## src/rtl/instr_fetch_pkg.sv

```systemverilog
// Shared constants and types for the instruction fetch queue.
package instr_fetch_pkg;

    localparam logic [31:0] NOP_INSTR = 32'h3000_0000;
    localparam logic [3:0]  HALT_OPC  = 4'hF;
    localparam int          OPC_MSB   = 31;
    localparam int          OPC_LSB   = 28;

    typedef enum logic {
        ST_RUN    = 1'b0,
        ST_HALTED = 1'b1
    } fetch_state_t;

    function automatic logic is_halt(input logic [31:0] instr);
        return instr[OPC_MSB:OPC_LSB] == HALT_OPC;
    endfunction

endpackage

```

## src/rtl/sync_fifo.sv

```systemverilog
// Small circular-buffer FIFO with synchronous clear; head entry is
// combinationally visible, so a write becomes readable after the edge.
module sync_fifo #(
    parameter int unsigned WIDTH = 32,
    parameter int unsigned DEPTH = 4
) (
    input  logic                     clk,
    input  logic                     rst,
    input  logic                     clear,
    input  logic                     push,
    input  logic [WIDTH-1:0]         push_data,
    input  logic                     pop,
    output logic [WIDTH-1:0]         head_data,
    output logic                     empty,
    output logic [$clog2(DEPTH):0]   count
);

    localparam int unsigned AW = $clog2(DEPTH);
    localparam logic [AW:0] FULL_COUNT = (AW+1)'(DEPTH);

    logic [WIDTH-1:0] mem [DEPTH];
    logic [AW-1:0]    wr_ptr;
    logic [AW-1:0]    rd_ptr;
    logic             do_push;
    logic             do_pop;

    assign do_pop    = pop && !clear && (count != '0);
    assign do_push   = push && !clear && ((count != FULL_COUNT) || do_pop);
    assign head_data = mem[rd_ptr];
    assign empty     = (count == '0);

    // Storage array: written on push, no reset needed since count guards reads
    always_ff @(posedge clk) begin
        if (do_push) begin
            mem[wr_ptr] <= push_data;
        end
    end

    // Pointers and occupancy; clear empties the queue in one edge
    always_ff @(posedge clk or posedge rst) begin
        if (rst) begin
            wr_ptr <= '0;
            rd_ptr <= '0;
            count  <= '0;
        end else if (clear) begin
            wr_ptr <= '0;
            rd_ptr <= '0;
            count  <= '0;
        end else begin
            if (do_push) begin
                wr_ptr <= wr_ptr + AW'(1);
            end
            if (do_pop) begin
                rd_ptr <= rd_ptr + AW'(1);
            end
            case ({do_push, do_pop})
                2'b10:   count <= count + (AW+1)'(1);
                2'b01:   count <= count - (AW+1)'(1);
                default: count <= count;
            endcase
        end
    end

endmodule

```

## src/rtl/instr_fetch_queue.sv

```systemverilog
// Instruction fetcher: credit-limited memory requests, in-order response
// queue, redirect with stale-response dropping, and a sticky halt.
module instr_fetch_queue
    import instr_fetch_pkg::*;
#(
    parameter int unsigned     XLEN     = 32,
    parameter int unsigned     DEPTH    = 4,
    parameter int unsigned     PC_STEP  = 1,
    parameter logic [XLEN-1:0] RESET_PC = '0
) (
    input  logic            clk,
    input  logic            rst,
    input  logic            isstall_i,
    input  logic            redirect_i,
    input  logic [XLEN-1:0] redirect_pc_i,
    output logic            mem_req_o,
    output logic [XLEN-1:0] mem_addr_o,
    input  logic            mem_gnt_i,
    input  logic            mem_rvalid_i,
    input  logic [XLEN-1:0] mem_rdata_i,
    output logic [XLEN-1:0] instr_o,
    output logic [XLEN-1:0] instr_pc_o,
    output logic            instr_valid_o,
    output logic            halted_o
);

    localparam int unsigned AW = $clog2(DEPTH);
    localparam int unsigned CW = AW + 1;
    localparam logic [CW:0] CREDIT_LIMIT = (CW+1)'(DEPTH);
    localparam logic [XLEN-1:0] STEP = XLEN'(PC_STEP);

    fetch_state_t    state_q;
    fetch_state_t    state_d;
    logic            halted;

    logic [XLEN-1:0] fetch_pc;
    logic [XLEN-1:0] head_pc;
    logic [CW-1:0]   outstanding;
    logic [CW-1:0]   outstanding_after_resp;
    logic [CW-1:0]   drop_cnt;
    logic [CW-1:0]   queue_count;
    logic [CW:0]     credit_sum;

    logic [XLEN-1:0] fifo_head;
    logic            fifo_empty;

    logic            issue;
    logic            pop;
    logic            push;
    logic            halt_pop;
    logic            redirect_take;
    logic            resp_retire;
    logic            flush;

    assign credit_sum  = {1'b0, queue_count} + {1'b0, outstanding};
    assign mem_req_o   = !rst && !halted && !redirect_i && (credit_sum < CREDIT_LIMIT);
    assign mem_addr_o  = fetch_pc;
    assign issue       = mem_req_o && mem_gnt_i;

    assign instr_valid_o = !rst && !fifo_empty && !isstall_i && !redirect_i && !halted;
    assign pop           = instr_valid_o;
    assign instr_o       = instr_valid_o ? fifo_head : XLEN'(NOP_INSTR);
    assign instr_pc_o    = head_pc;
    assign halted_o      = halted;

    // A redirect coinciding with a halt pop loses; halting always wins.
    assign halt_pop      = pop && is_halt(fifo_head[31:0]);
    assign redirect_take = redirect_i && !halted && !halt_pop;
    assign flush         = redirect_take || halt_pop;

    // Any response retires an in-flight request; only fresh ones while running get queued.
    assign resp_retire            = mem_rvalid_i && (outstanding != '0);
    assign outstanding_after_resp = outstanding - CW'(resp_retire);
    assign push                   = resp_retire && (drop_cnt == '0) && !halted;

    sync_fifo #(
        .WIDTH (XLEN),
        .DEPTH (DEPTH)
    ) u_queue (
        .clk       (clk),
        .rst       (rst),
        .clear     (flush),
        .push      (push),
        .push_data (mem_rdata_i),
        .pop       (pop),
        .head_data (fifo_head),
        .empty     (fifo_empty),
        .count     (queue_count)
    );

    // Run/halt state register
    always_ff @(posedge clk or posedge rst) begin
        if (rst) begin
            state_q <= ST_RUN;
        end else begin
            state_q <= state_d;
        end
    end

    // Delivering a halt instruction parks the fetcher until reset
    always_comb begin
        state_d = state_q;
        if (state_q == ST_RUN && halt_pop) begin
            state_d = ST_HALTED;
        end
    end

    // Halted flag decoded from state
    always_comb begin
        halted = 1'b0;
        if (state_q == ST_HALTED) begin
            halted = 1'b1;
        end
    end

    // Fetch and head program counters follow issues, pops and redirects
    always_ff @(posedge clk or posedge rst) begin
        if (rst) begin
            fetch_pc <= RESET_PC;
            head_pc  <= RESET_PC;
        end else if (redirect_take) begin
            fetch_pc <= redirect_pc_i;
            head_pc  <= redirect_pc_i;
        end else begin
            if (issue) begin
                fetch_pc <= fetch_pc + STEP;
            end
            if (pop) begin
                head_pc <= head_pc + STEP;
            end
        end
    end

    // In-flight request count and number of stale responses still to discard
    always_ff @(posedge clk or posedge rst) begin
        if (rst) begin
            outstanding <= '0;
            drop_cnt    <= '0;
        end else begin
            outstanding <= outstanding_after_resp + CW'(issue);
            if (redirect_take) begin
                drop_cnt <= outstanding_after_resp;
            end else if (resp_retire && (drop_cnt != '0)) begin
                drop_cnt <= drop_cnt - CW'(1);
            end
        end
    end

endmodule

```

## config.mk

```make
export PLATFORM = sky130hd
export DESIGN_NAME = instr_fetch_queue
export DESIGN_NICKNAME = d
export VERILOG_FILES = /design/src/rtl/instr_fetch_pkg.sv /design/src/rtl/sync_fifo.sv /design/src/rtl/instr_fetch_queue.sv
export SDC_FILE = /design/constraint.sdc
export NUM_CORES = 1
export LEC_CHECK = 0
export BUFFER_PORTS_ARGS = -buffer_cell sky130_fd_sc_hd__buf_2
export CAP_MARGIN = 20
export CORE_MARGIN = 10
export CORE_UTILIZATION = 51
export DETAILED_ROUTE_END_ITERATION = 10
export PLACE_DENSITY = 0.85
export SETUP_SLACK_MARGIN = 0.02
export SYNTH_ARGS = -nofsm -noshare
export SYNTH_HDL_FRONTEND = slang
export SYNTH_SLANG_ARGS = --single-unit
```

## constraint.sdc

```tcl
create_clock -name clk -period 3.5 [get_ports clk]
set_input_delay 0.7 -clock clk [delete_from_list [all_inputs] [get_ports clk]]
set_output_delay 0.7 -clock clk [all_outputs]
set_load 0.03 [all_outputs]
```

**Yosys cells after proc, flatten, opt, wreduce, memory -nomap -nowiden**

Memory sizes are Yosys's and may differ from the RTL's.
Index checks and enable logic that the tools add are counted.

- Memories: 1
- Flip-flop bits (word level): 78
- ROM bits: 0
- RAM bits: 128
- Latch bits: 0
- Input port bits: 70
- Word-level logic and storage cells: 81

- Mux-type cells: 16
- Div/mod/pow operators: 0
- Bitwise logic cells: 1
- Equality and inequality tests: 4
- Multipliers: 0
- Shift-type cells: 0
- Magnitude comparators: 1
- $add $sub $neg: 10
- Reductions and logical operators: 40

Memory list:

| memory | depth | bits a word | read ports | clocked after memory_dff | write ports | RTL line | RTL |
|---|---|---|---|---|---|---|---|
| u_queue.mem | 4 | 32 | 1 | 0 | 1 | sync_fifo.sv:21 | `logic [WIDTH-1:0] mem [DEPTH];` |

Operators with widths:

| operator | count |
|---|---|
| two-way mux 32 bit | 5 |
| adder 32 x 1 -> 32 bit (second input constant) | 2 |
| logical AND 1 bit | 20 |
| nonzero test 3 bit | 4 |
| nonzero test 2 bit | 5 |
| two-way mux 3 bit | 3 |
| two-way mux 2 bit | 4 |
| zero test 1 bit | 7 |
| zero test 3 bit | 2 |
| one-hot mux 3 bit (2 select lines) | 1 |
| subtractor 3 x 1 -> 3 bit (second input constant) | 2 |
| adder 2 x 1 -> 2 bit (second input constant) | 2 |
| adder 3 x 3 -> 4 bit | 1 |
| == test 4 bit (second input constant) | 1 |
| < comparator 4 x 3 -> 1 bit (second input constant) | 1 |
| adder 3 x 1 -> 3 bit | 1 |
| adder 3 x 1 -> 3 bit (second input constant) | 1 |
| two-way mux 1 bit | 3 |
| != test 3 bit (second input constant) | 1 |
| subtractor 3 x 1 -> 3 bit | 1 |
| == test 2 x 1 -> 1 bit (second input constant) | 1 |
| == test 2 bit (second input constant) | 1 |
| logical OR 1 bit | 2 |
| inverter 1 bit | 1 |

**Longest topological paths before layout**

Gate-level depths: netlist of the first run.

- Depth in word-level cells: 18
- Depth in mapped cells: 11
- Mapped depth without buffers: 9

**By module**

From an unflattened synthesis of the first run, not the netlist that was laid out.

- Cells, all modules: 717
- Area, all modules: 9,603.0 um^2

By module, submodules not included:

| module | cells an instance | area an instance (um^2) | instances |
|---|---|---|---|
| sync_fifo | 227 | 5,292.6 | 1 |
| instr_fetch_queue | 490 | 4,310.4 | 1 |

**Worst setup path after synthesis of the first run**

No wires, ideal clock.

- Path kind: register -> register
- From: register u_queue.rd_ptr[0]
- To: memory u_queue.mem[0][0] (enable)
- Cell stages (with the launch flop): 8
- Setup time: 421 ps
- Data arrival time: 3,460 ps
- Path slack: -381 ps
- Period minus slack after synthesis: 3,881 ps
- Cell sequence: dfrtp_1 > clkbuf_1 > mux4_2 > and3_1 > and4_1 > or2_1 > clkbuf_1 > nor2_1

- Cells in the longest elaborated chain, start to end: 13
- Elaborated cells between the ends (all ways): 14
- Classes of those cells: eq/ne: 1; mux: 2; reduce/logical: 10; memory: 1

RTL lines:

| item | RTL line | RTL |
|---|---|---|
| from (decl) | sync_fifo.sv:23 | `logic [AW-1:0] rd_ptr;` |
| from (signal assigned) | sync_fifo.sv:54 | `rd_ptr <= rd_ptr + AW'(1);` |
| memory (4 x 32 bit) * | n/a |  |
| == test 4 bit * | instr_fetch_pkg.sv:15 | `return instr[OPC_MSB:OPC_LSB] == HALT_OPC;` |
| logical AND 1 bit * | instr_fetch_queue.sv:67 | `assign halt_pop = pop && is_halt(fifo_head[31:0]);` |
| zero test 1 bit | instr_fetch_queue.sv:68 | `assign redirect_take = redirect_i && !halted && !halt_pop;` |
| logical AND 1 bit | instr_fetch_queue.sv:68 |  |
| logical OR 1 bit * | instr_fetch_queue.sv:69 | `assign flush = redirect_take \|\| halt_pop;` |
| zero test 1 bit * | sync_fifo.sv:27, sync_fifo.sv:28 |  |
| logical AND 1 bit (2 in a row) | sync_fifo.sv:27 | `assign do_pop = pop && !clear && (count != '0);` |
| logical OR 1 bit | sync_fifo.sv:28 | `assign do_push = push && !clear && ((count != FULL_COUNT) \|\| do_pop);` |
| logical AND 1 bit * | sync_fifo.sv:28 |  |
| two-way mux 1 bit * | sync_fifo.sv:34 | `if (do_push) begin` |
| two-way mux 1 bit (implied by the code) * | sync_fifo.sv:35 | `mem[wr_ptr] <= push_data;` |
| to (decl) | sync_fifo.sv:21 |  |

Mark *: on every way between the ends. The rest lies on a longest branch, timed or not.

**Worst setup path in the final report of the first run**

- From: register state_q
- To: output instr_o[20]

- Cells in the longest elaborated chain, start to end: 4

RTL lines:

| item | RTL line | RTL |
|---|---|---|
| from (decl) | instr_fetch_queue.sv:32 | `fetch_state_t state_q;` |
| from (signal assigned) | instr_fetch_queue.sv:96 | `state_q <= state_d;` |
| two-way mux 1 bit | instr_fetch_queue.sv:111 | `if (state_q == ST_HALTED) begin` |
| zero test 1 bit | instr_fetch_queue.sv:60 | `assign instr_valid_o = !rst && !fifo_empty && !isstall_i && !redirect_i && !halted;` |
| logical AND 1 bit | instr_fetch_queue.sv:60 |  |
| two-way mux 32 bit | instr_fetch_queue.sv:62 | `assign instr_o = instr_valid_o ? fifo_head : XLEN'(NOP_INSTR);` |
| to (decl) | instr_fetch_queue.sv:21 | `output logic [XLEN-1:0] instr_o,` |

Every way passes these cells.

==> results.tsv, run 1 <==
metric	value	unit
status	completed	
detailed placer's ending HPWL	16400	um
Bufs and invs on worst path	2	
P&R area growth vs syn	21.3	%
CP Capture Type	primary output	
Worst EP arrival	2.38	ns
fill count	1330	
setup ws final	0.420	ns
worst hold-check path type	in -> async	
fin crit share	0.880	
dominant cells by area after synthesis	edfxtp_1, dfrtp_1, mux4_2	
Yosys warnings	0	
final non-filler cell area	11300	sq um
ys flop type	edfxtp_1	
Fin Setup TNS	0	ns
Levels on crit path	4	
Vias	6791	
post-synth cell types	44	
layout cells sized above 1	0.305	
count leader, synth	edfxtp_1	
Worst-Margin Slew	0.844	ns
path depth of the worst reg2reg path	8	
Clock Skews	0.0180	ns
syn nets	795	
clock buffer count from CTS	23	
family with the most delay on the worst path	simple AND/OR/NAND/NOR gates	
Final min period	3.08	ns
Port Buffers	168	
Die Y	155	um
mean post-synth cell area	13.2	sq um
Post-CTS Setup Inserts	0	
CTS tree	yes	
required time worst endpoint	2.80	ns
crit-path max FO	21	
Async SR Flop Fraction	0.379	
slowest cell delay on critical path	0.58	ns
mapped cell area	9340	sq um
TritonRoute pass-1 iters	5	
die extent in x	155	um
root buffer cell	clkbuf_16	
vias in the first global route	6847	
I/O pin total	169	
# rows	49	
pin count of the biggest net entering global routing	43	
GRT Util Overall	0.189	
register area share after synthesis	0.621	
Setup Viol. Count Final	0	
placed inst area	10600	sq um
drt initial violations	524	
# nets final	971	
Clk Latency, worst-skew pair	0.52	ns
Crit-path slowest cell	nor4_2	
kind of critical path	reg -> out	
Post-synth EDFFs	128	
Max-slew headroom	0.432	
first-pass GRT wire length	37100	um
maxcap violations	0	
vias per cell	5.99	
DRC viols	0	
initial antenna violation count	2	
dpl ws	0.338	ns
PD cells	541	nW/um^2
Placeable Area	18000	sq um
CP Launch Type	register	
hold_buf cts	0	
final wirelength	23600	um
CP cell instances	nor4_2 > buf_4 > and3_1 > buf_2	
Die Area	24100	sq um
Max Slew Vio Count	0	
top cell type by total area after synthesis	edfxtp_1	
minimum hold slack	0.383	ns
Clock Path Buffers	3	
Synth top cells by count	edfxtp_1, dfrtp_1, a21oi_1	
max frequency	325	MHz
Peak VDD IR	406	uV
Hold Vio Cnt, Final	0	
Final Wtd Congestion	0.869	
Seq cells post-synth	206	
post-cts sizing count	0	
H-tree depth	1	
Initial Util	0.520	
share of the synthesized area in the top cell type	0.412	
Routed wire per std cell	20.9	um
Sink Count	206	
Lkg Pwr	4.35	nW
post-route ant nets	0	
gr ovfl total	0	
unrepaired setup endpoints after global routing	no	
post-synthesis cell count	710	
Worst-path clk slew	0.06	ns
area by class of cell:
class,instances,area [sq um],share of cell area
Inverter,23,86.3,0.00762
Tap cell,229,287,0.0253
Antenna cell,1,2.50,0.000221
Sequential cell,206,5800,0.512
Timing Repair Buffer,189,1060,0.0937
Clock buffer,29,628,0.0555
Clock inverter,13,119,0.0105
Multi-Input combinational cell,443,3340,0.295
power by group:
group / total, mW / internal [mW] / leakage [nW] / switching, mW
registers: 2.89 / 2.74 / 2.05 / 0.147
clock network: 2.35 / 1.36 / 0.368 / 0.989
logic: 0.887 / 0.320 / 1.93 / 0.566
total: 6.13 / 4.43 / 4.35 / 1.70
path summary, 6_finish.rpt:
path / startpoint / to / slack [ns]
max: state_q / instr_o[20] / 0.42
min: rst / u_queue.rd_ptr[1] / 0.38
max reg2reg: u_queue.count[1] / mem_addr_o[25] / 0.59
min reg2reg: drop_cnt[1] / drop_cnt[1] / 0.54
max in group asynchronous: rst / mem_addr_o[7] / 2.41
min in group clk: mem_rdata_i[20] / u_queue.mem[2][20] / 0.39
state kept, by name (all words and copies together), names as in the netlist:
name	cells
state_q	1
instr_pc_o	32
u_queue.rd_ptr	2
drop_cnt	3
u_queue.mem	128
u_queue.wr_ptr	2
u_queue.count	3
outstanding	3
mem_addr_o	32
per-layer routing:
layer  global-route usage  up-vias  wire length, um
met1                0.242     3354             9170
li1                     -     3043                -
met3               0.0576       40             2720
met2                0.308      352            11300
met5                    0        -               13
met4               0.0450        2              464
kinds of logic (layout without fill, tap and decap cells):
| kind of cell | after synthesis | in the layout | synth area share |
|---|---|---|---|
| and+or+nand+nor | 248 | 248 | 0.148 |
| DFF | 206 | 206 | 0.621 |
| AOI/OAI and AO/OA | 88 | 88 | 0.0516 |
| buffers and inverters | 61 | 254 | 0.0255 |
| xor gates and xnor gates | 58 | 58 | 0.0544 |
| muxes | 34 | 34 | 0.0793 |
| adders and majority gates | 15 | 15 | 0.0209 |
| other | 0 | 1 | 0 |
layout by cell type, fill, tap and decap left out, types with 3 or more instances in the layout:
cell type	n
buf_2	168
edfxtp_1	128
dfrtp_1	77
a21oi_1	53
nor2_1	43
and3_1	38
xnor2_1	37
nand2_1	33
mux4_2	32
nand3_1	31
clkbuf_16	23
nand4_1	21
xor2_1	21
inv_1	21
buf_4	16
or3_1	15
a31oi_1	15
ha_1	14
nor4_1	13
nor3_1	12
and4_1	10
o21ai_0	10
and2_1	6
nor4_2	6
or4_1	5
clkinv_2	5
buf_12	5
nor2_4	4
o31ai_1	3
clkinv_1	3
clkbuf_8	3
clkbuf_1	3
stage by stage:
step / instances / power (mW) / utilization
after floorplan: 710 / 3.50 / -
after global placement: 1090 / 3.79 / 0.589
after detailed placement: 1090 / 3.82 / 0.589
after CTS: 1132 / 6.17 / 0.630
after global routing: 1132 / 6.37 / 0.630
final: 1133 / 6.13 / 0.630
(Power assumes the default switching activity.)
==> inputs of run 2 (changes only) <==
--- a/config.mk
+++ b/config.mk
@@ -7,10 +7,11 @@
 export LEC_CHECK = 0
 export BUFFER_PORTS_ARGS = -buffer_cell sky130_fd_sc_hd__buf_2
 export CAP_MARGIN = 20
-export CORE_MARGIN = 10
+export CORE_MARGIN = 1.5
 export CORE_UTILIZATION = 51
 export DETAILED_ROUTE_END_ITERATION = 10
-export PLACE_DENSITY = 0.85
+export HOLD_SLACK_MARGIN = 0.06
+export PLACE_DENSITY = 0.8
 export SETUP_SLACK_MARGIN = 0.02
 export SYNTH_ARGS = -nofsm -noshare
 export SYNTH_HDL_FRONTEND = slang
==> run 2 against run 1 <==
Effect of this change: global-route usage rose by 4.0 points; combinational power about the same; maximum frequency fell by 1.7%; critical path type unchanged; register-to-register slack lost 0.02 ns; critical path depth unchanged; critical endpoint is now instr_o[16]; sequential share of layout area up 0.44 points; via count is 2.0% lower; worst setup slack got worse by 0.053 ns.
==> results.tsv, run 2 (same netlist as run 1, synthesis figures left out) <==
metric	value	unit
initial antenna violation count	1	
Final min period	3.13	ns
clock buffer count from CTS	22	
layout cells sized above 1	0.295	
Max Slew Vio Count	0	
CP cell instances	buf_4 > mux4_2 > and3_1 > buf_2	
max frequency	319	MHz
Final Wtd Congestion	0.884	
final wirelength	22100	um
TritonRoute pass-1 iters	5	
pin count of the biggest net entering global routing	102	
detailed placer's ending HPWL	14900	um
post-route ant nets	0	
P&R area growth vs syn	20.2	%
I/O pin total	169	
Worst-Margin Slew	1.03	ns
drt initial violations	466	
vias in the first global route	6508	
Max-slew headroom	0.313	
crit-path max FO	17	
Worst-path clk slew	0.06	ns
register share of total power	0.485	
Sink Count	206	
Crit-path slowest cell	dfrtp_2	
fill count	1371	
Initial Util	0.520	
Routed wire per std cell	19.7	um
Clk Latency, worst-skew pair	0.51	ns
required time worst endpoint	2.80	ns
CTS tree	yes	
# rows	49	
CP Capture Type	primary output	
H-tree depth	1	
Post-CTS Setup Inserts	0	
largest register by flop count	u_queue.mem	
status	completed	
Clock Path Buffers	3	
P_int	4.34	mW
family with the most delay on the worst path	buffers and inverters	
Lkg Pwr	4.28	nW
Hold Vio Cnt, Final	0	
DRC viols	0	
Die Y	138	um
CP Launch Type	register	
gr ovfl total	0	
root buffer cell	clkbuf_16	
Core Util, Final	0.625	
Clk pwr share	0.366	
Peak VDD IR	473	uV
GRT Util Overall	0.229	
PD cells	531	nW/um^2
Setup Viol. Count Final	0	
hold_buf cts	0	
Total Power	5.97	mW
maxcap violations	0	
switching fraction of total power	0.273	
first-pass GRT wire length	35000	um
Vias	6654	
slowest cell delay on critical path	0.55	ns
Bufs and invs on worst path	2	
worst r2r src	u_queue.count[1]	
die extent in x	138	um
most frequent cells in the layout	buf_2, edfxtp_1, dfrtp_1	
fin crit share	0.895	
Clock Skews	0.0121	ns
vias per cell	5.93	
most common cell after layout, fill and taps aside	buf_2	
Die Area	19100	sq um
# nets final	965	
unrepaired setup endpoints after global routing	no	
Port Buffers	168	
Worst EP arrival	2.43	ns
NetSw	1.63	mW
post-cts sizing count	0	
CP Launch Point	u_queue.rd_ptr[0]	
worst hold-check path type	in -> async	
kind of critical path	reg -> out	
max reg flops	128	
Placeable Area	18000	sq um
power share of the combinational group	0.149	
## run 2: changes by cell type in the layout (fill, tap and decap cells not counted), moves of 2 or more
cell	change
buf_4	-5
clkbuf_1	+3
clkinv_2	-3
clkinv_1	-2
## run 2: final cells by class
cell class,count,area (sq um),share of cell area
flip-flops and latches,206,5800,0.516
multi-input cells,443,3350,0.298
repair buffers,184,1020,0.0912
clock buffers,30,601,0.0535
well taps,229,287,0.0255
inverters,23,86.3,0.00769
clock inverters,6,81.3,0.00724
diodes,1,2.50,0.000223
## run 2: power by group through the flow
stage / clock network (mW) / logic [mW] / registers (mW)
2_1_floorplan: 0 / 0.454 / 3.04
3_3_place_gp: 0 / 0.850 / 2.93
3_5_place_dp: 0 / 0.873 / 2.94
4_1_cts: 2.22 / 0.892 / 2.89
5_1_grt: 2.30 / 0.973 / 2.92
6_report: 2.18 / 0.887 / 2.90
## run 2: worst register-to-register path, stage by stage, from the launching register on
cell      delay [ns]
dfrtp_1         0.48
ha_1            0.22
nor4_1          0.46
nand4_1         0.36
inv_2           0.26
nand4b_1        0.41
or3_1           0.49
a31oi_1         0.18
## run 2: metal layers
metal	global-route usage	vias to the layer above	wire length [um]
met5	0	-	13
met4	0.0593	2	450
met3	0.0540	38	1920
met2	0.381	328	10600
met1	0.307	3269	9070
li1	-	3017	-
## run 2: path summary, 6_finish.rpt
kind	end	slack [ns]	cells after the start
worst max-delay path	instr_o[16]	0.37	4
min in group clk	u_queue.mem[2][24]	0.40	1
worst max register to register	mem_addr_o[23]	0.57	7
max in group asynchronous	mem_addr_o[13]	2.32	4
worst min-delay path	instr_pc_o[29]	0.35	2
worst min register to register	mem_addr_o[31]	0.57	2
## run 2: per-stage QoR
| step | TNS, ns | cell area, sq um | std cells | hold WS, ns | worst slack, ns |
|---|---|---|---|---|---|
| final | 0 | 11200 | 1122 | 0.349 | 0.367 |
| after global routing | 0 | 11200 | 1121 | 0.382 | 0.224 |
| after CTS | 0 | 11200 | 1121 | 0.353 | 0.287 |
| after detailed placement | 0 | 10500 | 1085 | 0.543 | 0.533 |
| after global placement | 0 | 10500 | 1085 | 0.527 | 0.586 |
| after floorplan | -48.71 | 9340 | 710 | 0.505 | -0.381 |
==> inputs of run 3 (changes only) <==
--- a/config.mk
+++ b/config.mk
@@ -12,6 +12,7 @@
 export DETAILED_ROUTE_END_ITERATION = 10
 export HOLD_SLACK_MARGIN = 0.06
 export PLACE_DENSITY = 0.8
+export RECOVER_POWER = 100
 export SETUP_SLACK_MARGIN = 0.02
 export SYNTH_ARGS = -nofsm -noshare
 export SYNTH_HDL_FRONTEND = slang
==> constraint.sdc (replaced) <==
create_clock -name clk -period 2.7 [get_ports clk]
set_input_delay 0.54 -clock clk [delete_from_list [all_inputs] [get_ports clk]]
set_output_delay 0.54 -clock clk [all_outputs]
set_load 0.03 [all_outputs]
==> run 3 against run 2 <==
Effect of this change: clock power is 46% higher; the flow now finishes with violations (setup timing); highest routed layer is now met4; critical path depth is 5 higher; via count is 3.3% higher; worst hold slack worse by 0.064 ns; largest cell class unchanged.
==> results.tsv, run 3 (same netlist as run 1, synthesis figures left out) <==
metric	value	unit
H-tree depth	1	
Non-Filler Instances	1155	
detailed placer's ending HPWL	15400	um
Cells after DPL	1110	
first-pass GRT wire length	35900	um
CP Capture Type	register	
Vias	6875	
P&R area growth vs syn	26.9	%
Initial Util	0.520	
Sink Count	206	
Worst-Margin Slew	0.919	ns
CTS tree	yes	
Lkg Pwr	4.38	nW
kind of critical path	reg -> reg	
initial antenna violation count	0	
pin count of the biggest net entering global routing	64	
root buffer cell	clkbuf_16	
GRT Util Overall	0.235	
layout cells sized above 1	0.299	
largest register by flop count	u_queue.mem	
maxcap violations	0	
Total Power	8.12	mW
gr ovfl total	0	
# rows	49	
Hold Vio Cnt, Final	0	
CP Launch Type	register	
vias in the first global route	6716	
vias per cell	5.95	
minimum hold slack	0.286	ns
# nets final	998	
fin crit share	1.01	
unrepaired setup endpoints after global routing	yes	
placed inst area	10700	sq um
TritonRoute pass-1 iters	5	
Die Area	19100	sq um
status	finished, violations left	
worst hold-check path type	in -> reg	
Setup Viol. Count Final	1	
Max Slew Vio Count	0	
PD cells	685	nW/um^2
Clock Skews	0.0186	ns
failing checks	setup timing	
DRC viols	0	
required time worst endpoint	3.10	ns
Routed wire per std cell	20.7	um
Worst EP arrival	3.13	ns
max frequency	367	MHz
Clock Path Buffers	3	
clock buffer count from CTS	22	
final wirelength	24000	um
Peak VDD IR	587	uV
dpl ws	-0.0547	ns
Placeable Area	18000	sq um
I/O pin total	169	
post-route ant nets	0	
Final Wtd Congestion	0.891	
Die Y	138	um
Final min period	2.72	ns
Worst-path clk slew	0.06	ns
drt initial violations	455	
final non-filler cell area	11900	sq um
crit-path max FO	4	
setup ws final	-0.0245	ns
die extent in x	138	um
most common cell after layout, fill and taps aside	edfxtp_1	
max reg flops	128	
Max-slew headroom	0.388	
Clk Latency, worst-skew pair	0.52	ns
Port Buffers	168	
ANT cells	0	
Core Util, Final	0.660	
most frequent cells in the layout	edfxtp_1, buf_2, dfrtp_1	
Fin Setup TNS	-0.0245	ns
==> run 3: worst paths after layout <==
check,startpoint,endpoint,slack [ns],depth (start not counted)
max in group asynchronous,rst,mem_addr_o[5],0.77,4
min in group asynchronous,rst,u_queue.rd_ptr[0],0.71,3
setup reg to reg,u_queue.rd_ptr[0],u_queue.count[2],-0.02,9
hold reg to reg,drop_cnt[1],drop_cnt[1],0.55,2
setup / recovery,u_queue.rd_ptr[0],u_queue.count[2],-0.02,9
hold / removal,mem_rdata_i[15],u_queue.mem[1][15],0.29,1
==> run 3: final cells by class <==
type                       count  area, sq um
fill                        1323         6110
sequential                   206         5800
multi-input combinational    443         3470
timing repair buffer         217         1440
clock buffer                  29          607
tap                          229          287
clock inverter                 8          164
inverter                      23         86.3
==> run 3: where the power goes <==
part	total (mW)	leakage [nW]	internal (mW)	switching [mW]
sequential	3.74	2.05	3.56	0.187
combinational	1.19	1.96	0.441	0.749
clock	3.18	0.375	1.97	1.22
total	8.12	4.38	5.97	2.15
==> run 3: worst max-delay path: stages, from the launching register on <==
cell	delay, ns
dfrtp_2	0.43
mux4_2	0.53
and3_4	0.17
and4_1	0.20
or2_1	0.24
nor3_2	0.19
fa_2	0.26
nor3_2	0.05
or3_1	0.34
a31oi_1	0.22
==> run 3: routing by layer <==
metal / track usage / share of wire / vias up
met5: 0 / 0 / -
met4: 0.0687 / 0.024 / 0
met3: 0.0454 / 0.077 / 48
met2: 0.396 / 0.50 / 330
met1: 0.315 / 0.40 / 3404
li1: - / - / 3093
==> run 3: timing repair <==
| action | 4_1_cts | 5_1_grt |
|---|---|---|
| endpoints found under the setup margin | 32 | 33 |
| endpoints found under the hold margin | 8 | 0 |
| gates resized for setup | 21 | 74 |
| buffers inserted | 4 | 3 |
| hold buffers | 1 | 0 |
| cloned | 0 | 2 |
| pin swaps | 3 | 10 |
